$ cat src/rtl/fetch_unit_if.sv
// fetch_unit_if: instruction-memory, decoded-instruction and branch-redirect signals of the fetch stage
interface fetch_unit_if #(parameter int PC_W = 8);
   logic            imem_req;
   logic [PC_W-1:0] imem_addr;
   logic            imem_ack;
   logic [15:0]     imem_rdata;
   logic            instr_valid;
   logic            instr_ready;
   logic [3:0]      opcode;
   logic [3:0]      rd;
   logic [3:0]      rs;
   logic [3:0]      imm;
   logic [PC_W-1:0] instr_pc;
   logic            branch_taken;
   logic [PC_W-1:0] branch_target;
   logic            halted;
   modport master (
      output imem_req, imem_addr, instr_valid, opcode, rd, rs, imm, instr_pc, halted,
      input  imem_ack, imem_rdata, instr_ready, branch_taken, branch_target
   );
   modport slave (
      input  imem_req, imem_addr, instr_valid, opcode, rd, rs, imm, instr_pc, halted,
      output imem_ack, imem_rdata, instr_ready, branch_taken, branch_target
   );
endinterface

$ cat src/rtl/fetch_unit.sv
// fetch_unit: PC + imem req/ack fetch into a one-entry output register; FETCH_HALT_EN makes opcode F halt fetching
module fetch_unit #(
   parameter int              PC_W     = 8,
   parameter logic [PC_W-1:0] RESET_PC = '0
) (
   input logic         clk,
   input logic         reset,
   fetch_unit_if.master bus
);
`ifdef FETCH_HALT_EN
   typedef enum logic [1:0] {FETCH, STALL, FLUSH, HALT} state_t;
   logic r_halted;
`else
   typedef enum logic [1:0] {FETCH, STALL, FLUSH} state_t;
`endif
   state_t          r_state;
   logic [PC_W-1:0] r_pc, r_addr, r_ipc;
   logic [15:0]     r_instr;
   logic            r_valid, r_out, r_live;
   logic            w_new, w_req, w_ack, w_take, w_pend;
   // r_live keeps the first cycle after reset quiet so no request overlaps reset
   assign w_new  = r_live && !bus.branch_taken && (r_state == FETCH || r_state == STALL) && (!r_valid || bus.instr_ready);
   assign w_req  = r_out || w_new;
   assign w_ack  = w_req && bus.imem_ack;
   assign w_take = r_valid && bus.instr_ready;
   assign w_pend = w_req && !bus.imem_ack;
   // state, PC, outstanding-request flag and output register
   always_ff @(posedge clk) begin
      if (reset) begin
         r_state <= FETCH;
         r_pc    <= RESET_PC;
         r_addr  <= RESET_PC;
         r_ipc   <= '0;
         r_instr <= '0;
         r_valid <= 1'b0;
         r_out   <= 1'b0;
         r_live  <= 1'b0;
`ifdef FETCH_HALT_EN
         r_halted <= 1'b0;
`endif
      end else begin
         r_live <= 1'b1;
         if (bus.branch_taken) begin
            r_pc    <= bus.branch_target;
            r_valid <= 1'b0;
            r_out   <= w_pend;
            r_state <= w_pend ? FLUSH : FETCH;
            r_addr  <= w_pend ? r_addr : bus.branch_target;
`ifdef FETCH_HALT_EN
            r_halted <= 1'b0;
`endif
         end else if (r_state == FLUSH) begin
            if (bus.imem_ack) begin
               r_out   <= 1'b0;
               r_state <= FETCH;
               r_addr  <= r_pc;
            end
         end
`ifdef FETCH_HALT_EN
         else if (r_state == HALT) begin
            if (w_take) begin
               r_valid  <= 1'b0;
               r_halted <= 1'b1;
            end
         end
`endif
         else if (w_ack) begin
            r_instr <= bus.imem_rdata;
            r_ipc   <= r_pc;
            r_valid <= 1'b1;
            r_pc    <= r_pc + PC_W'(1);
            r_addr  <= r_pc + PC_W'(1);
            r_out   <= 1'b0;
`ifdef FETCH_HALT_EN
            r_state <= (bus.imem_rdata[15:12] == 4'hF) ? HALT : FETCH;
`else
            r_state <= FETCH;
`endif
         end else begin
            r_out   <= w_req;
            r_valid <= w_take ? 1'b0 : r_valid;
            r_state <= (r_valid && !bus.instr_ready && !w_req) ? STALL : FETCH;
         end
      end
   end
   assign bus.imem_req    = w_req;
   assign bus.imem_addr   = r_addr;
   assign bus.instr_valid = r_valid;
   assign bus.opcode      = r_instr[15:12];
   assign bus.rd          = r_instr[11:8];
   assign bus.rs          = r_instr[7:4];
   assign bus.imm         = r_instr[3:0];
   assign bus.instr_pc    = r_ipc;
`ifdef FETCH_HALT_EN
   assign bus.halted      = r_halted;
`else
   assign bus.halted      = 1'b0;
`endif
endmodule

$ cat src/flat_wrapper.sv
// flat-port wrapper written by rule: the top's interface ports become plain ports
module fetch_unit_flat 
#(
   parameter int              PC_W     = 8,
   parameter logic [PC_W-1:0] RESET_PC = '0
)
  (clk, reset, bus_imem_req, bus_imem_addr, bus_instr_valid, bus_opcode, bus_rd, bus_rs, bus_imm, bus_instr_pc, bus_halted, bus_imem_ack, bus_imem_rdata, bus_instr_ready, bus_branch_taken, bus_branch_target);
  fetch_unit_if #(.PC_W(PC_W)) bus_i ();
  input logic clk;
  input logic reset;
  output wire logic [$bits(bus_i.imem_req)-1:0] bus_imem_req;
  output wire logic [$bits(bus_i.imem_addr)-1:0] bus_imem_addr;
  output wire logic [$bits(bus_i.instr_valid)-1:0] bus_instr_valid;
  output wire logic [$bits(bus_i.opcode)-1:0] bus_opcode;
  output wire logic [$bits(bus_i.rd)-1:0] bus_rd;
  output wire logic [$bits(bus_i.rs)-1:0] bus_rs;
  output wire logic [$bits(bus_i.imm)-1:0] bus_imm;
  output wire logic [$bits(bus_i.instr_pc)-1:0] bus_instr_pc;
  output wire logic [$bits(bus_i.halted)-1:0] bus_halted;
  input wire logic [$bits(bus_i.imem_ack)-1:0] bus_imem_ack;
  input wire logic [$bits(bus_i.imem_rdata)-1:0] bus_imem_rdata;
  input wire logic [$bits(bus_i.instr_ready)-1:0] bus_instr_ready;
  input wire logic [$bits(bus_i.branch_taken)-1:0] bus_branch_taken;
  input wire logic [$bits(bus_i.branch_target)-1:0] bus_branch_target;
  assign bus_imem_req = bus_i.imem_req;
  assign bus_imem_addr = bus_i.imem_addr;
  assign bus_instr_valid = bus_i.instr_valid;
  assign bus_opcode = bus_i.opcode;
  assign bus_rd = bus_i.rd;
  assign bus_rs = bus_i.rs;
  assign bus_imm = bus_i.imm;
  assign bus_instr_pc = bus_i.instr_pc;
  assign bus_halted = bus_i.halted;
  assign bus_i.imem_ack = bus_imem_ack;
  assign bus_i.imem_rdata = bus_imem_rdata;
  assign bus_i.instr_ready = bus_instr_ready;
  assign bus_i.branch_taken = bus_branch_taken;
  assign bus_i.branch_target = bus_branch_target;
  fetch_unit #(.PC_W(PC_W), .RESET_PC(RESET_PC)) u_core (.clk(clk), .reset(reset), .bus(bus_i));
endmodule
$ cat config.mk
export PLATFORM = sky130hd
export DESIGN_NAME = fetch_unit_flat
export DESIGN_NICKNAME = d
export VERILOG_FILES = /design/src/rtl/fetch_unit_if.sv /design/src/rtl/fetch_unit.sv /design/src/flat_wrapper.sv
export SDC_FILE = /design/constraint.sdc
export NUM_CORES = 1
export LEC_CHECK = 0
export CORE_AREA = 2 2 73 75
export DETAILED_ROUTE_END_ITERATION = 16
export DIE_AREA = 0 0 75 77
export GPL_ROUTABILITY_DRIVEN = 0
export PLACE_DENSITY = 0.75
export SLEW_MARGIN = 0
export SYNTH_ARGS = -nofsm -noshare
export SYNTH_HDL_FRONTEND = slang
export SYNTH_SLANG_ARGS = --single-unit
$ cat constraint.sdc
create_clock -name clk -period 1.62 [get_ports clk]
set_clock_uncertainty 0.15 [all_clocks]
set_input_delay 0.162 -clock clk [delete_from_list [all_inputs] [get_ports clk]]
set_output_delay 0.162 -clock clk [all_outputs]
set_load 0.01 [all_outputs]
== Yosys cells after proc, flatten, opt, wreduce, memory -nomap -nowiden ==
Cells that the tools add are included.
Operators by class
  add/sub/neg operators: 1
  eq/ne operators: 5
  mux-type cells: 20
  bitwise operators: 2
  reduce and logical (&&, ||, !) cells: 25
Operators with widths (number)
  $mux 8: 7
  $mux 2: 5
  $add 8x1->8 const B: 1
  $logic_and 1x1->1: 8
  $mux 1: 8
  $reduce_and 3->1: 2
  $logic_not 1->1: 5
  $ne 2x2->1 const B: 2
  $reduce_and 2->1: 2
  $reduce_bool 2->1: 2
  $logic_or 1x1->1: 3
  $ne 3x3->1 const B: 1
  $reduce_bool 3->1: 1
  $eq 2x1->1 const B: 1
  $eq 2x2->1 const B: 1
  $logic_not 2->1: 1
  $not 1->1: 2
  $reduce_or 2->1: 1
Word-level totals
  bits in registers: 45
  word-level logic and storage cells: 61

== Logic depth before layout (Yosys ltp) ==
Gate-level depths: netlist (run 1).
  word-level depth: 11
  mapped depth: 9

== Worst setup path before layout (run 1) ==
OpenSTA, ideal clock, no wires.
  path kind: register -> register
  from: register u_core.r_valid (netlist: u_core.bus.instr_valid)
  to: register u_core.r_ipc[3] (netlist: u_core.bus.instr_pc[3])
  library setup time: 0.132 ns
  arrival: 1.408 ns
  path slack: -0.070 ns
  stages on the path, launching flop included: 9
  buffers on the path: 3
  period minus slack after synthesis: 1.690 ns
  path through: dfxtp_1 nand2b_1 a22o_4 buf_6 and3_4 buf_6 buf_6 nand2_1 a21oi_1
Between the ends
  longest elaborated chain between the ends: 6
Ends and longest elaborated chain
  start: declaration: line fetch_unit.sv:19  | logic r_valid, r_out, r_live;
  start signal: assignment: line fetch_unit.sv:81  | r_valid <= w_take ? 1'b0 : r_valid;
  $logic_not 1->1: line fetch_unit.sv:22  | assign w_new = r_live && !bus.branch_taken && (r_state == FETCH || r_state == STALL) && (!r_valid || bus.instr ...
  $logic_or 1x1->1: line fetch_unit.sv:22
  $logic_and 1x1->1: line fetch_unit.sv:22
  $logic_or 1x1->1: line fetch_unit.sv:23  | assign w_req = r_out || w_new;
  $logic_and 1x1->1: line fetch_unit.sv:24  | assign w_ack = w_req && bus.imem_ack;
  $reduce_and 3->1 (no line)
  end signal: assignment: line fetch_unit.sv:69  | r_ipc <= r_pc;
  end: declaration: line fetch_unit.sv:17  | logic [PC_W-1:0] r_pc, r_addr, r_ipc;
Every way passes these cells.
A chain may end at the register's enable or synchronous reset.

== Worst setup path after layout (run 1) ==
  from: register u_core.r_live
  to: register u_core.r_addr[6] (netlist: u_core.bus.imem_addr[6])
Between the ends
  longest elaborated chain between the ends: 7
Ends and longest elaborated chain
  start: declaration: line fetch_unit.sv:19
  start signal: assignment: line fetch_unit.sv:37  | r_live <= 1'b0;
  start signal: assignment: line fetch_unit.sv:42  | r_live <= 1'b1;
  $logic_and 1x1->1 * (3 in a row): line fetch_unit.sv:22
  $logic_or 1x1->1 *: line fetch_unit.sv:23
  $logic_and 1x1->1 (on tied branches): line fetch_unit.sv:26, fetch_unit.sv:24
  $ne 2x2->1 (no line) / $reduce_bool 3->1 (equally long branches)
  $reduce_and 3->1 (no line) *
  end signal: assignment: line fetch_unit.sv:48  | r_addr <= w_pend ? r_addr : bus.branch_target;
  end signal: assignment: line fetch_unit.sv:56  | r_addr <= r_pc;
  end signal: assignment: line fetch_unit.sv:72  | r_addr <= r_pc + PC_W'(1);
  end: declaration: line fetch_unit.sv:17
Every way passes the cells marked *; elsewhere a longest branch is shown, timed or not.

==> metrics, run 1 <==
LEAKAGE ~0.0011 uW; crit path kind flop to flop; routed len/inst around 14 um; final net count between 300 and 400; internal power approximately 1900 uW; Top Family by Delay on Critical Path compound AO/OA/AOI/OAI gates; CP cell instances nor2b_4, buf_6, a211oi_2, buf_4, o311ai_1, a211oi_1; GR Util All Layers a little under a fifth; sequential area share after synthesis ~44%; fin crit share 101%; Sequential Power Share 47.1%; Worst EP required about 1.7 ns; Area Overhead vs Synth 51.6%; Synth Flop Type dfxtp_1; die width around 75 um; PnR Total Power ~2600 uW; combinational cell fraction of total power a little under a fifth; Via Count a little over 2,000; Yosys top cell by area dfxtp_1; Final setup viols 1; hpwl dp roughly 3600 um; largest net degree at the start of global routing 25; arrival time of the worst setup path 1.70 ns; Sw Share around a quarter; Hold Path Class input port to flop; cell area after synthesis 2040 um^2; post-synth top area share 44.1%; CTS Hold Bufs 0; GRT overflow 0; Yosys reg bits 45; CP startpoint kind flop; asr flop ratio synth 0%; Post-Syn Nets 280; first-pass GRT wire length 8300 um; Switch Pwr between 600 and 700 uW; Cell Count, Final, Fillers Out 400; synthesized instance count 250; Cell variety after synth 43; worst-path fanout max 3; synth top area cells dfxtp_1 44%, nand2_1 11%, a21oi_1 7.1%; number of remaining DRC errors 0; slowest CP cell a211oi_2; Initial Utilization 41.0%; Port Buffers just over 60; CTS tree yes; core region area 4980 um^2; end of the worst register-to-register path u_core.bus.imem_addr[6]$_SDFFE_PP0P_; endpoint type of the worst setup path flop; Die Y 77 um; fraction of layout cells with a size suffix above 1 between 20% and 30%; Reg2Reg Setup Slack -0.01 ns; clk slew on worst S/H paths roughly 0.090 ns; IO Pins between 60 and 70; Cell Pwr Density slightly above 800 nW/um^2; Clock power frac 34.6%; Clock Path Buffers 2; number of synthesized flops with an enable pin 0; initial antenna violation count 0; clk sinks 45; Worst R2R Start u_core.r_live$_DFF_P_; VDD IR-drop max just over 400 uV; total CTS buffers 5; row count 26; # diodes 0; H-tree Lvls 2; clk root buf clkbuf_8; hold-critical path depth 3; ANT nets after route 0; total of max-cap violations 0; Hold EP u_core.r_instr[8]$_SDFFE_PP0P_; worst setup margin -0.0115 ns; most frequent cell after synthesis nand2_1; initial drt markers 80; warnings from Yosys 0; failing checks negative setup slack; Die Area ~5800 um^2; reg2reg path depth 6; RSZ-0062 raised after global routing true; Synth top cells by count 62 x nand2_1, 45 x dfxtp_1, 29 x a21oi_1; drt pass-1 iters 4; Hold Startpoint bus_imem_rdata[8]; Fmax roughly 0.6 GHz; status finished, violations left; vias per std cell between 5 and 6; Fin Hold WS 0.266 ns; worst-skew pair later-pin latency 0.30 ns; slowest stage delay, CP 0.33 ns; Total Wirelength around 5500 um; vias in the first global route between 1,500 and 2,000; Worst Path Buf+Inv 2; hold violation count in the final report 0; Slew Limit Fails 0; fin crit period 1.63 ns; synthesized area per cell 8.16 um^2; dpl cells between 300 and 400
## placed cells by master (no fill, tap or decap), types with 3 or more instances in the layout
cell	netlist	final
buf_6	6	3
clkdlybuf4s50_1	0	60
a21oi_1	29	19
buf_4	3	26
xor2_1	6	6
nand4_1	4	4
o211ai_1	3	3
o21ai_1	4	5
clkbuf_8	0	6
o21a_1	5	5
inv_1	3	3
nand3_2	1	3
dfxtp_1	45	40
nand3_1	9	7
a21oi_2	1	10
dfxtp_2	0	4
nand2_1	62	62
xnor2_1	4	4
nor3_1	4	3
nor2_1	13	13
a211oi_1	4	3
## repair_timing
action / CTS / global route
endpoints found under the setup margin: 8 / 35
gates resized for setup: 8 / 24
setup buffers: 2 / 0
pin swaps: 4 / 6
endpoints found under the hold margin: 0 / 0
## power by group through the flow
stage | Sequential (uW) | Combinational, uW | Clock (uW)
final | 1200 | 467 | 884
after global placement | 1230 | 433 | 0
after CTS | 1200 | 450 | 911
after detailed placement | 1230 | 437 | 0
after global routing | 1210 | 504 | 953
after floorplan | 1240 | 198 | 0
## per-stage QoR
stage          utilization (%)  cell area, um^2  setup TNS [ns]  setup slack, ns
2_1_floorplan                -             2060          -0.670          -0.0382
3_3_place_gp              57.3             2850           -9.08           -0.313
3_5_place_dp              57.3             2850          -10.35           -0.360
4_1_cts                   60.5             3010        -0.00185         -0.00185
5_1_grt                   62.2             3090          -0.795          -0.0614
6_report                  62.2             3090         -0.0115          -0.0115
## sequential cells by signal (all words and copies together) (netlist names)
register / cells
u_core.r_live: 1
u_core.bus.instr_valid: 1
u_core.bus.instr_pc: 8
u_core.r_out: 1
u_core.bus.imem_addr: 8
u_core.r_state: 2
u_core.r_pc: 8
u_core.r_instr: 16
## final cells by class
| type | count | area [um^2] |
|---|---|---|
| fill | 467 | 1880 |
| multi-input combinational | 182 | 1100 |
| sequential | 45 | 910 |
| timing repair buffer | 92 | 867 |
| tap | 70 | 87.6 |
| clock buffer | 6 | 82.6 |
| clock inverter | 2 | 37.5 |
| inverter | 3 | 11.3 |
## cells by family (layout without fill, tap and decap cells)
| family | Yosys count | count (layout) | synth area share [%] |
|---|---|---|---|
| and+or+nand+nor | 107 | 107 | 23.9 |
| AOI/OAI and AO/OA | 61 | 61 | 18.8 |
| DFF | 45 | 45 | 44.1 |
| buffers and inverters | 23 | 103 | 7.11 |
| xor gates and xnor gates | 10 | 10 | 4.29 |
| muxes | 2 | 2 | 0.981 |
| adders and majority gates | 1 | 1 | 0.613 |
| other | 1 | 1 | 0.184 |
## metal layers
layer | vias to the layer above | routed length (um) | track usage, %
li1 | 1005 | - | -
met1 | 940 | 2440 | 23.3
met2 | 77 | 2600 | 30.2
met3 | 8 | 352 | 4.34
met4 | 0 | 72 | 5.54
met5 | - | 0 | 0
## tightest hold or removal path: cells and delay by family
kind,cells,cell delay (ns)
AO/OA/AOI/OAI,1,0.04
buffers and inverters,1,0.40
AND/OR/NAND/NOR,1,0.07
## how the worst max path moves through the flow
stage                     cells after the start                      startpoint  slack [ns]                              endpoint
after floorplan                               9  u_core.r_state[0]$_SDFFE_PP0P_       -0.04   u_core.bus.instr_pc[3]$_SDFFE_PP0P_
after global placement                        6                 bus_instr_ready       -0.31  u_core.bus.imem_addr[1]$_SDFFE_PP0P_
after detailed placement                      6                 bus_instr_ready       -0.36  u_core.bus.imem_addr[1]$_SDFFE_PP0P_
after CTS                                     6  u_core.r_state[1]$_SDFFE_PP0P_      -0.002  u_core.bus.imem_addr[4]$_SDFFE_PP0P_
after global routing                          7           u_core.r_live$_DFF_P_       -0.06           u_core.r_pc[7]$_SDFFE_PP0P_
final                                         6           u_core.r_live$_DFF_P_       -0.01  u_core.bus.imem_addr[6]$_SDFFE_PP0P_
(Power assumes the default switching activity.)
==> run 2: changes to the inputs <==
TNS_END_PERCENT = 20   (was unset)
==> run 2 against run 1 <==
  * The run now ends clean
  * Hold slack gained 0.0016 ns
  * Sequential cell count is the same
  * Critical path depth grew 1
  * Maximum frequency grew 3.1%
  * Sequential share of layout area grew 0.53 points
  * Clock power shrank 9.2%
  * Worst setup slack gained 0.049 ns
  * Register-to-register slack gained 0.05 ns
  * Critical path type unchanged
==> metrics, run 2 (synthesized netlist as in run 1, its figures left out) <==
LEAKAGE approximately 0.0011 uW; Sequential Power Share around half; core region area roughly 5000 um^2; Die Area between 5000 and 6000 um^2; H-tree Lvls 2; VDD IR-drop max approximately 480 uV; ANT nets after route 0; Layout fillers 440; IO Pins 64; total CTS buffers 5; clk slew on worst S/H paths about 0.080 ns; Total Wirelength between 5000 and 6000 um; initial drt markers 71; footprint of the multi-input gates approximately 1100 um^2; commonest cells after routing, fill and taps aside 62 x nand2_1, 60 x clkdlybuf4s50_1, 41 x dfxtp_1, 27 x buf_4, 26 x a21oi_1; internal power about 1900 uW; Port Buffers between 60 and 70; Post-DP Area between 2000 and 3000 um^2; clk root buf clkbuf_8; final net count approximately 360; number of remaining DRC errors 0; fin crit period around 1.6 ns; worst-path fanout max 7; Fmax ~0.63 GHz; endpoint type of the worst setup path flop; routed len/inst roughly 13 um; worst-skew pair later-pin latency ~0.29 ns; die width between 70 and 80 um; row count 26; arrival time of the worst setup path approximately 1.6 ns; fraction of layout cells with a size suffix above 1 17.7%; RSZ-0062 raised after global routing true; met1 WL approximately 2100 um; Die Y about 77 um; first-pass GRT wire length ~7900 um; Reg2Reg Setup Slack around 0.038 ns; CP startpoint kind flop; combinational cell fraction of total power a little under a fifth; Final setup viols 0; clk sinks 45; CTS Hold Bufs 0; initial antenna violation count 0; vias in the first global route 1,836; Initial Utilization between 40% and 50%; Top reg by flops u_core.r_instr; GR Util All Layers between 15 and 20%; vias per std cell between 4 and 5; Largest register FFs 16; Slew Limit Fails 0; most common cell after layout, fill and taps aside nand2_1; Storage cell area just over 900 um^2; CTS tree yes; status completed; Hold Path Class input port to flop; total of max-cap violations 0; Via Count approximately 2,000; met3 WL post-DR between 300 and 400 um; GRT overflow 0; Clock Path Buffers 2; Total Neg Setup Slack 0 ns; Worst EP required about 1.7 ns; Switch Pwr about 600 uW; Post-Layout Inst Area 3040 um^2; # diodes 0; Area Overhead vs Synth 48.7%; hpwl dp approximately 3600 um; Sw Share 24.3%; hold violation count in the final report 0; fin crit share 97.7%; Cell Pwr Density between 800 and 900 nW/um^2; largest net degree at the start of global routing 25; top layer in use met4; Clock power frac roughly a third; drt pass-1 iters 4; Routed met2 length 2490 um; crit path kind flop to flop
==> run 2: changes by cell type in the layout (fill, tap and decap cells not counted), sizes merged <==
cell	previous run	this run
clkinv	0	1
dlygate4sd2	2	1
clkbuf	6	5
clkinvlp	1	0
buf	30	29
clkdlybuf4s15	0	1
==> run 2: layout make-up <==
cell class,count,share of cell area (%)
multi-input combinational,182,35.0
sequential,45,29.9
timing repair buffer,91,28.4
tap,70,2.89
clock buffer,5,2.27
clock inverter,2,1.15
inverter,3,0.371
==> run 2: power by group through the flow <==
stage	Clock (uW)	Combinational [uW]	Sequential, uW
finish	803	456	1200
global placement	0	426	1230
CTS	831	440	1200
global route	863	496	1210
floorplan	0	198	1240
detailed placement	0	432	1230
==> run 2: worst paths after layout <==
| path | startpoint | to | depth (start not counted) |
|---|---|---|---|
| max reg2reg | u_core.r_state[1]$_SDFFE_PP0P_ | u_core.r_pc[1]$_SDFFE_PP0P_ | 7 |
| min | bus_imem_rdata[9] | u_core.r_instr[9]$_SDFFE_PP0P_ | 3 |
| min reg2reg | u_core.bus.imem_addr[2]$_SDFFE_PP0P_ | u_core.bus.imem_addr[2]$_SDFFE_PP0P_ | 2 |
| max | u_core.r_state[1]$_SDFFE_PP0P_ | u_core.r_pc[1]$_SDFFE_PP0P_ | 7 |
==> run 2: metrics by stage <==
stage | hold slack (ns) | worst slack (ns) | util (%) | power, uW | cells
4_1_cts | 0.264 | 0.0294 | 59.8 | 2470 | 397
5_1_grt | 0.266 | -0.0271 | 61.0 | 2570 | 398
2_1_floorplan | 0.148 | -0.0382 | - | 1430 | 250
6_report | 0.268 | 0.0380 | 61.0 | 2460 | 398
3_5_place_dp | 0.297 | -0.421 | 57.2 | 1660 | 390
3_3_place_gp | 0.291 | -0.352 | 57.2 | 1650 | 390
==> run 2: critical path: stages (launching register included) <==
cell and delay [ns]:
dfxtp_2 0.37, buf_4 0.13, nand2b_4 0.05, a22o_4 0.26, nand2_4 0.08, buf_4 0.13, nand2_1 0.08, a311oi_2 0.24
==> run 2: repair_timing <==
action | 4_1_cts | 5_1_grt
pin swaps | 0 | 5
setup endpoints to repair | 9 | 21
resized for setup | 7 | 12
buffers inserted | 0 | 1
gates cloned | 0 | 0
==> run 2: per-layer routing <==
metal  up-vias  global-route usage, %
li1       1005                      -
met1       899                   20.8
met2        72                   29.6
met3         6                   4.73
met4         0                   2.86
met5         -                      0
==> run 3: changes to the inputs <==
--- a/constraint.sdc
+++ b/constraint.sdc
@@ -4,2 +4,2 @@
 set_output_delay 0.162 -clock clk [all_outputs]
-set_load 0.01 [all_outputs]
+set_load 0.1 [all_outputs]
==> run 3 against run 2 <==
  * Sequential cell count unchanged
  * Die area unchanged
  * Via count is 1.8% higher
  * Maximum frequency down 1.9%
==> metrics, run 3 (synthesized netlist as in run 1, its figures left out) <==
status completed; worst-path fanout max 3; largest net degree at the start of global routing 25; CP Launch Point u_core.r_live$_DFF_P_; crit path kind flop to primary output; clk slew on worst S/H paths about 0.090 ns; end of the worst register-to-register path u_core.r_pc[1]$_SDFFE_PP0P_; total CTS buffers 5; Hold Path Class input port to flop; IO Pins 64; Total Neg Setup Slack 0 ns; routed len/inst between 10 and 15 um; Hold Startpoint bus_imem_rdata[9]; VDD IR-drop max approximately 350 uV; first-pass GRT wire length roughly 8700 um; Worst R2R Start u_core.r_state[0]$_SDFFE_PP0P_; Slew Limit Fails 0; Reg2Reg Setup Slack roughly 0.0066 ns; reg2reg path depth 6; GR Util All Layers between 10% and 20%; most common cell after layout, fill and taps aside nand2_1; Top reg by flops u_core.r_instr; initial antenna violation count 0; number of remaining DRC errors 0; RSZ-0062 raised after global routing true; Fmax 0.620 GHz; ANT nets after route 0; Final setup viols 0; Area Overhead vs Synth 64.4%; hold violation count in the final report 0; clk sinks 45; Port Buffers just over 60; initial drt markers 90; total of max-cap violations 0; CTS tree yes; row count 26; # diodes 0; GRT overflow 0; fraction of layout cells with a size suffix above 1 28.5%; fin crit share 99.6%; Total Wirelength 5540 um; PnR Total Power ~2800 uW; core region area 4980 um^2; CP cell instances nor2b_4, buf_4, a31o_4, buf_12; CP startpoint kind flop; drt pass-1 iters 4; Worst EP required between 1 and 1.5 ns; arrival time of the worst setup path ~1.3 ns; fin crit period ~1.6 ns; hold-critical path depth 3; worst-skew pair later-pin latency ~0.3 ns; Hold EP u_core.r_instr[9]$_SDFFE_PP0P_; slowest stage delay, CP ~0.32 ns; Die Area roughly 5800 um^2; final net count 362; Cell Pwr Density between 800 and 900 nW/um^2; Clock Path Buffers 2; Fin Hold WS roughly 0.25 ns; endpoint type of the worst setup path primary output; LEAKAGE approximately 0.0013 uW; vias per std cell ~5; CTS Hold Bufs 0; Die Y just under 80 um; Largest register FFs 16; Initial Utilization roughly two fifths; die width approximately 75 um; vias in the first global route between 1,500 and 2,000; commonest cells after routing, fill and taps aside 62 x nand2_1, 39 x dfxtp_1, 35 x buf_12, 31 x buf_4, 29 x a21oi_1; hpwl dp slightly below 4000 um; slowest CP cell dfxtp_2; Via Count 2,017; H-tree Lvls 2; clk root buf clkbuf_8
run 3: worst max-delay path by stage:
| stage | endpoint | slack, ns | cells past startpoint |
|---|---|---|---|
| 2_1_floorplan | u_core.bus.instr_pc[3]$_SDFFE_PP0P_ | -0.18 | 8 |
| 3_3_place_gp | u_core.bus.imem_addr[3]$_SDFFE_PP0P_ | -0.22 | 7 |
| 3_5_place_dp | u_core.bus.imem_addr[3]$_SDFFE_PP0P_ | -0.30 | 7 |
| 4_1_cts | bus_imem_req | 0.006 | 4 |
| 5_1_grt | bus_imem_req | -0.02 | 4 |
| 6_report | bus_imem_req | 0.007 | 4 |
run 3: metal layers:
layer / track usage (%) / wire length (um) / up-vias / share of wire (%)
li1: - / - / 1013 / -
met3: 4.86 / 439 / 7 / 7.9
met1: 23.8 / 2410 / 922 / 44
met4: 5.89 / 70 / 0 / 1.3
met2: 31.4 / 2620 / 75 / 47
met5: 0 / 0 / - / 0
run 3: area by class of cell:
cell class                      count  area (um^2)
Timing Repair Buffer               94         1210
Clock buffer                        5         68.8
Inverter                            3         11.3
Sequential cell                    45          911
Tap cell                           70         87.6
Multi-Input combinational cell    183         1040
Fill cell                         396         1620
Clock inverter                      3         21.3
run 3: report_power, final:
| part | internal (uW) | total (uW) | switching [uW] |
|---|---|---|---|
| logic | 340 | 821 | 482 |
| registers | 1160 | 1220 | 60.5 |
| clock network | 306 | 708 | 402 |
| total | 1810 | 2750 | 944 |
run 3: repair_timing:
item                                    in CTS  in global routing
buffers inserted                             0                  1
pin swaps                                    1                  2
cloned                                       0                  1
resized for setup                            6                  8
endpoints found under the setup margin       4                 25
run 3: metrics by stage:
step           cell area (um^2)  std cells  setup WS [ns]  utilization, %
3_5_place_dp               3210        393         -0.300            64.5
4_1_cts                    3320        401        0.00578            66.7
5_1_grt                    3360        403        -0.0247            67.4
3_3_place_gp               3210        393         -0.220            64.5
6_report                   3360        403        0.00665            67.4
2_1_floorplan              2050        250         -0.180               -
run 3: critical path, delay by kind of cell, from the launching register on:
kind | cells | cell delay, ns
flip-flops | 1 | 0.32
buffers and inverters | 2 | 0.29
AND/OR/NAND/NOR | 1 | 0.13
AO/OA/AOI/OAI | 1 | 0.25
